===== src/rtl/rtmc_pkg.sv =====
// Shared register map, state encoding and helpers for the multi-channel stepper controller.
package rtmc_pkg;

  localparam logic [3:0] OFF_ID     = 4'd0;
  localparam logic [3:0] OFF_CTRL   = 4'd1;
  localparam logic [3:0] OFF_STAT   = 4'd2;
  localparam logic [3:0] OFF_OE     = 4'd3;
  localparam logic [3:0] OFF_SD_HI  = 4'd4;
  localparam logic [3:0] OFF_SD_LO  = 4'd5;
  localparam logic [3:0] OFF_POS_HI = 4'd6;
  localparam logic [3:0] OFF_POS_LO = 4'd7;
  localparam logic [3:0] OFF_REM_HI = 4'd8;
  localparam logic [3:0] OFF_REM_LO = 4'd9;
  localparam logic [3:0] OFF_LP_HI  = 4'd10;
  localparam logic [3:0] OFF_LP_LO  = 4'd11;
  localparam logic [3:0] OFF_LN_HI  = 4'd12;
  localparam logic [3:0] OFF_LN_LO  = 4'd13;

  localparam logic [15:0] ID_VALUE = 16'h0242;
  localparam logic [15:0] ERR_DATA = 16'hEEEE;

  localparam int CH_LSB  = 5;
  localparam int TBL_BIT = 4;

  typedef enum logic [1:0] {
    ST_IDLE = 2'd0,
    ST_RUN  = 2'd1,
    ST_MOVE = 2'd2
  } state_t;

  // Channel-select field width; a single-channel build still carries one (ignored) bit.
  function automatic int ch_bits(input int n);
    return (n > 1) ? $clog2(n) : 1;
  endfunction

endpackage


===== src/rtl/rtmc_chan.sv =====
// One stepper channel: phase table, step-rate counter, signed position, soft limits and RUN/MOVE FSM.
module rtmc_chan
  import rtmc_pkg::*;
#(
  parameter int DATA_W   = 16,
  parameter int MC_W     = 4,
  parameter int MC_DEPTH = 8,
  parameter int CNT_W    = 32
) (
  input  logic              clk,
  input  logic              rst,
  input  logic              wr_en,
  input  logic              tbl_sel,
  input  logic [3:0]        off,
  input  logic [DATA_W-1:0] wdat,
  output logic [DATA_W-1:0] rdat,
  output logic [MC_W-1:0]   mc,
  output logic [MC_W-1:0]   mc_oe,
  output logic              done
);

  localparam int IDX_W = $clog2(MC_DEPTH);

  state_t                   state_q, state_nxt;
  logic [MC_W-1:0]          tbl [MC_DEPTH];
  logic [IDX_W-1:0]         idx_q, idx_nxt;
  logic [CNT_W-1:0]         delay_q, step_delay_q, remain_q;
  logic signed [CNT_W-1:0]  pos_q, lim_pos_q, lim_neg_q;
  logic [DATA_W-1:0]        ctrl_q;
  logic [MC_W-1:0]          oe_q;
  logic                     done_q, flag_q, step_pend_q;

  logic signed [3:0] size;
  logic [3:0]        last;
  logic reg_wr, tbl_wr, ctrl_wr, pos_wr, busy, tick, stop_wr, allowed, do_step, step_ok;
  logic [6:0] idx_ext, sum, modv, wrapped;

  assign size    = ctrl_q[3:0];
  assign last    = ctrl_q[7:4];
  assign reg_wr  = wr_en & ~tbl_sel;
  assign tbl_wr  = wr_en & tbl_sel;
  assign ctrl_wr = reg_wr & (off == OFF_CTRL);
  assign pos_wr  = reg_wr & ((off == OFF_POS_HI) | (off == OFF_POS_LO));
  assign busy    = (state_q != ST_IDLE);
  assign tick    = busy & (delay_q == '0);
  // A stop command wins over a step that would land in the same cycle.
  assign stop_wr = ctrl_wr & busy & ~wdat[15] & ~wdat[13];
  assign allowed = (size > 4'sd0) ? (pos_q < lim_pos_q) :
                   (size < 4'sd0) ? (pos_q > lim_neg_q) : 1'b1;
  assign do_step = (tick & ~stop_wr) | step_pend_q;
  assign step_ok = do_step & allowed;

  // Phase index wraps modulo table_last+1, including negative steps.
  always_comb begin
    idx_ext = 7'(idx_q);
    modv    = 7'(last) + 7'd1;
    sum     = idx_ext + {{3{size[3]}}, size};
    if (sum[6])            wrapped = sum + modv;
    else if (sum >= modv)  wrapped = sum - modv;
    else                   wrapped = sum;
    idx_nxt = IDX_W'(wrapped);
  end

  always_comb begin
    state_nxt = state_q;
    case (state_q)
      ST_IDLE: begin
        if (ctrl_wr) begin
          if (wdat[15])                          state_nxt = ST_RUN;
          else if (wdat[13] && remain_q != '0)   state_nxt = ST_MOVE;
        end
      end
      ST_RUN, ST_MOVE: begin
        if (stop_wr)                             state_nxt = ST_IDLE;
        else if (do_step && !allowed)            state_nxt = ST_IDLE;
        else if (do_step && state_q == ST_MOVE && remain_q == CNT_W'(1))
                                                 state_nxt = ST_IDLE;
      end
      default:                                   state_nxt = ST_IDLE;
    endcase
  end

  always_ff @(posedge clk) begin
    if (rst) state_q <= ST_IDLE;
    else     state_q <= state_nxt;
  end

  always_ff @(posedge clk) begin
    if (rst) begin
      idx_q        <= '0;
      delay_q      <= '0;
      pos_q        <= '0;
      remain_q     <= '0;
      step_delay_q <= '0;
      ctrl_q       <= '0;
      oe_q         <= '0;
      lim_pos_q    <= {1'b0, {(CNT_W-1){1'b1}}};
      lim_neg_q    <= {1'b1, {(CNT_W-1){1'b0}}};
      done_q       <= 1'b0;
      flag_q       <= 1'b0;
      step_pend_q  <= 1'b0;
    end else begin
      step_pend_q <= ctrl_wr & ~busy & wdat[14] & ~wdat[15] & ~wdat[13];

      if (!busy)     delay_q <= '0;
      else if (tick) delay_q <= step_delay_q;
      else           delay_q <= delay_q - CNT_W'(1);

      if (ctrl_wr) begin
        if (busy && (wdat[15] || wdat[13])) ctrl_q[7:0] <= wdat[7:0];
        else                                ctrl_q      <= wdat;
        if (!busy && wdat[13] && !wdat[15] && remain_q == '0) done_q <= 1'b1;
      end

      if (reg_wr) begin
        case (off)
          OFF_STAT:   begin done_q <= 1'b0; flag_q <= 1'b0; end
          OFF_OE:     oe_q <= wdat[MC_W-1:0];
          OFF_SD_HI:  step_delay_q[CNT_W-1:DATA_W] <= wdat;
          OFF_SD_LO:  step_delay_q[DATA_W-1:0]     <= wdat;
          OFF_REM_HI: if (state_q != ST_MOVE) remain_q[CNT_W-1:DATA_W] <= wdat;
          OFF_REM_LO: if (state_q != ST_MOVE) remain_q[DATA_W-1:0]     <= wdat;
          OFF_LP_HI:  lim_pos_q[CNT_W-1:DATA_W] <= wdat;
          OFF_LP_LO:  lim_pos_q[DATA_W-1:0]     <= wdat;
          OFF_LN_HI:  lim_neg_q[CNT_W-1:DATA_W] <= wdat;
          OFF_LN_LO:  lim_neg_q[DATA_W-1:0]     <= wdat;
          default: ;
        endcase
      end

      if (pos_wr)       pos_q <= '0;
      else if (step_ok) pos_q <= pos_q + {{(CNT_W-4){size[3]}}, size};

      if (step_ok) begin
        idx_q <= idx_nxt;
        if (state_q == ST_MOVE) begin
          remain_q <= remain_q - CNT_W'(1);
          if (remain_q == CNT_W'(1)) done_q <= 1'b1;
        end
      end
      if (do_step && !allowed) flag_q <= 1'b1;
    end
  end

  always_ff @(posedge clk) begin
    if (tbl_wr) tbl[off[IDX_W-1:0]] <= wdat[MC_W-1:0];
  end

  always_comb begin
    rdat = '0;
    if (tbl_sel) begin
      rdat = DATA_W'(tbl[off[IDX_W-1:0]]);
    end else begin
      case (off)
        OFF_ID:     rdat = ID_VALUE;
        OFF_CTRL:   rdat = ctrl_q;
        OFF_STAT:   rdat = {5'd0, done_q, flag_q, ~allowed, 2'd0, state_q, 4'(idx_q)};
        OFF_OE:     rdat = DATA_W'(oe_q);
        OFF_SD_HI:  rdat = step_delay_q[CNT_W-1:DATA_W];
        OFF_SD_LO:  rdat = step_delay_q[DATA_W-1:0];
        OFF_POS_HI: rdat = pos_q[CNT_W-1:DATA_W];
        OFF_POS_LO: rdat = pos_q[DATA_W-1:0];
        OFF_REM_HI: rdat = remain_q[CNT_W-1:DATA_W];
        OFF_REM_LO: rdat = remain_q[DATA_W-1:0];
        OFF_LP_HI:  rdat = lim_pos_q[CNT_W-1:DATA_W];
        OFF_LP_LO:  rdat = lim_pos_q[DATA_W-1:0];
        OFF_LN_HI:  rdat = lim_neg_q[CNT_W-1:DATA_W];
        OFF_LN_LO:  rdat = lim_neg_q[DATA_W-1:0];
        default:    rdat = ERR_DATA;
      endcase
    end
  end

  assign mc    = tbl[idx_q];
  assign mc_oe = oe_q;
  assign done  = done_q;

endmodule


===== src/rtl/rtmc_ctrl_multi.sv =====
// Multi-channel stepper controller top: register-bus decode, one-cycle ack, per-channel instances.
module rtmc_ctrl_multi
  import rtmc_pkg::*;
#(
  parameter int N_CH     = 2,
  parameter int ADDR_W   = 8,
  parameter int DATA_W   = 16,
  parameter int MC_W     = 4,
  parameter int MC_DEPTH = 8,
  parameter int CNT_W    = 32
) (
  input  logic                   clk,
  input  logic                   rst,
  input  logic [ADDR_W-1:0]      reg_addr,
  input  logic [DATA_W-1:0]      reg_wdat,
  input  logic                   reg_wr,
  input  logic                   reg_rd,
  output logic [DATA_W-1:0]      reg_rdat,
  output logic                   reg_ack,
  output logic [N_CH*MC_W-1:0]   mc,
  output logic [N_CH*MC_W-1:0]   mc_oe,
  output logic [N_CH-1:0]        done_irq
);

  localparam int CH_B = ch_bits(N_CH);

  logic              access_wr, access_rd;
  logic [CH_B-1:0]   ch_sel;
  logic [DATA_W-1:0] ch_rdat [N_CH];
  logic              unused_addr;

  // A held strobe is serviced once: only while ack is low.
  assign access_wr   = reg_wr & ~reg_ack;
  assign access_rd   = reg_rd & ~reg_ack;
  assign ch_sel      = (N_CH > 1) ? reg_addr[CH_LSB +: CH_B] : '0;
  assign unused_addr = ^reg_addr;

  always_ff @(posedge clk) begin
    if (rst) begin
      reg_ack  <= 1'b0;
      reg_rdat <= '0;
    end else begin
      reg_ack <= (reg_wr | reg_rd) & ~reg_ack;
      if (access_rd) reg_rdat <= ch_rdat[ch_sel];
    end
  end

  for (genvar c = 0; c < N_CH; c++) begin : g_ch
    rtmc_chan #(
      .DATA_W   (DATA_W),
      .MC_W     (MC_W),
      .MC_DEPTH (MC_DEPTH),
      .CNT_W    (CNT_W)
    ) u_chan (
      .clk     (clk),
      .rst     (rst),
      .wr_en   (access_wr && (ch_sel == CH_B'(c))),
      .tbl_sel (reg_addr[TBL_BIT]),
      .off     (reg_addr[3:0]),
      .wdat    (reg_wdat),
      .rdat    (ch_rdat[c]),
      .mc      (mc[c*MC_W +: MC_W]),
      .mc_oe   (mc_oe[c*MC_W +: MC_W]),
      .done    (done_irq[c])
    );
  end

endmodule


===== config.mk =====
export PLATFORM = sky130hd
export DESIGN_NAME = rtmc_ctrl_multi
export DESIGN_NICKNAME = d
export VERILOG_FILES = /design/src/rtl/rtmc_pkg.sv /design/src/rtl/rtmc_chan.sv /design/src/rtl/rtmc_ctrl_multi.sv
export SDC_FILE = /design/constraint.sdc
export NUM_CORES = 2
export LEC_CHECK = 0
export CAP_MARGIN = 20
export CELL_PAD_IN_SITES_DETAIL_PLACEMENT = 2
export CELL_PAD_IN_SITES_GLOBAL_PLACEMENT = 2
export CORE_UTILIZATION = 39
export DETAILED_ROUTE_END_ITERATION = 12
export PLACE_DENSITY_LB_ADDON = 0.12
export SLEW_MARGIN = 15
export SYNTH_ARGS = -nofsm -noshare
export SYNTH_HDL_FRONTEND = slang
export SYNTH_SLANG_ARGS = --single-unit

===== constraint.sdc =====
create_clock -name clk -period 4.4 [get_ports clk]
set_clock_uncertainty 0.1 [all_clocks]
set_input_delay 0.44 -clock clk [delete_from_list [all_inputs] [get_ports clk]]
set_output_delay 0.44 -clock clk [all_outputs]
set_load 0.01 [all_outputs]

==> qor.yml <==
die:
  die_x_um: 283.8
  coreArea_um2: 77980
  chipHeight_um: 283.8
  io_pins: 63
  die_area_um2: 80520
  initial_core_util_pct: 39.71
  fp-row-count: 102
critical_path:
  crit_family: "simple AND/OR/NAND/NOR gates"
  slowest_stage: "nor4_1"
  crit_chain: "inv_1 > ha_1 > nand4_1 > nor4_1 > a211oi_1 > nand2_1 > o221ai_1 > or3_2 > or2_4 > or3_4 > o311ai_1 > a21oi_1"
  start_kind: "flop"
  worst-path-buf-inv: 1
  cp-end-kind: "flop"
  critical_path_class: "reg -> reg"
  crit_arrival_ps: 4680
  worstPathMaxFanout: 13
  slowest_delay_ps: 740
  required_ps: 4800
routing:
  first_iter_violations: 2841
  wl_per_cell_um: 31.18
  vias: 31410
  vias_per_cell: 6.397
  drc: 0
  routed_wirelength_um: 153100
  antenna_left: 0
  first_pass_iters: 5
sta:
  rsz0062_at_grt: "false"
  worstMarginPinSlew_ps: 1064
  hold_slack_ps: 128.7
  period_share_pct: 97.23
  setup_viol: 0
  finalHoldViolations: 0
  relSlewSlack_pct: 29.07
  setup_tns_ps: 0
  drv_slew: 0
  layout_min_cycle_time_ps: 4278
  max_freq_mhz: 233.7
global_routing:
  grt_util_all_layers_pct: 37.09
  overflow: 0
  grt_start_max_net_pins: 78
  grt_pass1_vias: 32590
  antenna_found_initial: 6
  grt_pass1_wl_um: 224100
logic_synthesis:
  ys_seq_area_share_pct: 36.14
  avgSynthCellArea_um2: 8.221
  synth_cell_types: 89
  synth-edff-count: 64
  yosys.area.top_type: "dfxtp_1"
  synth.most_common_cell: "nand2_1"
  synthArstFlopShare_pct: 0
  yosys-top-cells-count: "nand2_1, dfxtp_1, a21oi_1"
  ys_seq_elements: 527
  syn_area_um2: 30960
  synth_ff_type: "dfxtp_1"
  syn_nets: 4024
  yosys_warnings: 0
  syn_inst: 3766
  synth_area_leaders: "dfxtp_1, ha_1, nand2_1"
  synth_top_cell_area_share_pct: 29.94
final_layout:
  multi_input_area_um2: 18310
  fillers: 8538
  regArea_um2: 11190
  utilization_pct: 45.56
  layout-drive-gt1-share_pct: 10.47
  syn2layout_area_growth_pct: 14.73
  final-instance-count-excl-fill: 4910
  nNetsFinal: 4077
cts:
  cts_root_buf: "clkbuf_16"
  clkTransAtPathRegs_ps: 60
  clkSinkCount: 527
  cts_made_buffers: 61
  clock_latency_ps: 670
  cts_tree: "built"
  hold_buffers: 0
  postCtsSetupRepairBufs: 0
  htree_levels: 2
  clockBufferDepth: 3
place:
  gp_congestion: 0.9593
  placedCellCount: 4796
  port_buffers: 60
  dp_hpwl_um: 112200
run:
  maxCapViolCount: 0
outcome:
  outcome: "complete, no violations"
pwr:
  ir_drop_uv: 325.2
  cellLeakagePower_uw: 0.01425
  powerDensity_nw_per_um2: 375.9
worst_hold_path:
  min_path_type: "in -> reg"
## placed cells by master (no fill, tap or decap), types with 86 or more instances in the layout
| master | netlist | routed |
|---|---|---|
| o21ai_0 | 116 | 114 |
| ha_1 | 222 | 222 |
| a21oi_1 | 387 | 387 |
| dfxtp_1 | 463 | 463 |
| inv_1 | 180 | 180 |
| nor3_1 | 96 | 86 |
| nor2_1 | 334 | 330 |
| nand3_1 | 87 | 87 |
| nand2_1 | 593 | 593 |
| buf_4 | 3 | 159 |
## metrics by stage
step / total power (µW) / worst slack [ps] / instance area, µm²
2_1_floorplan: 6808 / 620.0 / 30960
3_3_place_gp: 7481 / 315.3 / 33290
3_5_place_dp: 7641 / 104.3 / 33290
4_1_cts: 13360 / 78.56 / 35500
5_1_grt: 13750 / 49.11 / 35520
6_report: 13350 / 121.8 / 35520
## kinds of logic (layout without fill, tap and decap cells)
logic type                 count (synthesis)  in the layout  share of synthesized area (%)
AOI/OAI and AO/OA                       1000           1000                          20.92
other                                      0              1                              0
DFF                                      527            527                          36.14
and+or+nand+nor                         1366           1366                          19.87
muxes                                    120            120                          5.439
adders and majority gates                230            230                          9.489
xor gates and xnor gates                 107            107                          3.027
buffers and inverters                    416            519                          5.104
## path summary, 6_finish.rpt
kind | from | end | slack (ps) | cells after the start
worst min register to register | g_ch[0].u_chan.lim_neg_q[10]$_SDFFE_PP0P_ | g_ch[0].u_chan.lim_neg_q[10]$_SDFFE_PP0P_ | 370 | 2
worst min-delay path | rst | reg_rdat[4]$_SDFFE_PP0P_ | 130 | 2
worst max-delay path | g_ch[0].u_chan.lim_neg_q[31]$_SDFFE_PP1P_ | g_ch[0].u_chan.remain_q[26]$_SDFF_PP0_ | 120 | 12
worst max register to register | g_ch[0].u_chan.lim_neg_q[31]$_SDFFE_PP1P_ | g_ch[0].u_chan.remain_q[26]$_SDFF_PP0_ | 120 | 12
## power breakdown
part	total, µW	internal (µW)	switching (µW)
clock network	5690	3370	2330
registers	5070	4950	123
logic	2580	887	1700
total	13400	9210	4150
## sequential cells by signal, indices dropped and copies added (netlist names), named ones only
| name | cells |
|---|---|
| g_ch.u_chan.idx_q | 6 |
| g_ch.u_chan.lim_pos_q | 64 |
| g_ch.u_chan.lim_neg_q | 64 |
| g_ch.u_chan.state_q | 4 |
| reg_ack | 1 |
| g_ch.u_chan.pos_q | 64 |
| g_ch.u_chan.mc_oe | 8 |
| g_ch.u_chan.step_pend_q | 2 |
| g_ch.u_chan.delay_q | 64 |
| g_ch.u_chan.step_delay_q | 64 |
| g_ch.u_chan.ctrl_q | 32 |
| g_ch.u_chan.done | 2 |
| reg_rdat | 16 |
| g_ch.u_chan.tbl | 64 |
| g_ch.u_chan.flag_q | 2 |
| g_ch.u_chan.remain_q | 64 |
## final cells by class
class / instances / share of cell area [%]
multi-input cells: 2823 / 51.54
flip-flops and latches: 527 / 31.50
repair buffers: 224 / 5.150
clock buffers: 77 / 4.635
well taps: 1040 / 3.663
inverters: 182 / 1.923
clock inverters: 36 / 1.578
diodes: 1 / 0.007044
## timing repair
item | CTS | global route
resized for setup | 1 | 4
cloned | 0 | 0
setup endpoints to repair | 8 | 20
## layer usage
layer	vias up	track usage, %	part of all wire [%]
met2	1257	57.78	44
met5	-	0	0
met4	0	11.45	3.1
met1	16210	52.23	45
met3	254	6.013	7.9
li1	13700	-	-
No activity file was read; power rests on OpenSTA's default activity.
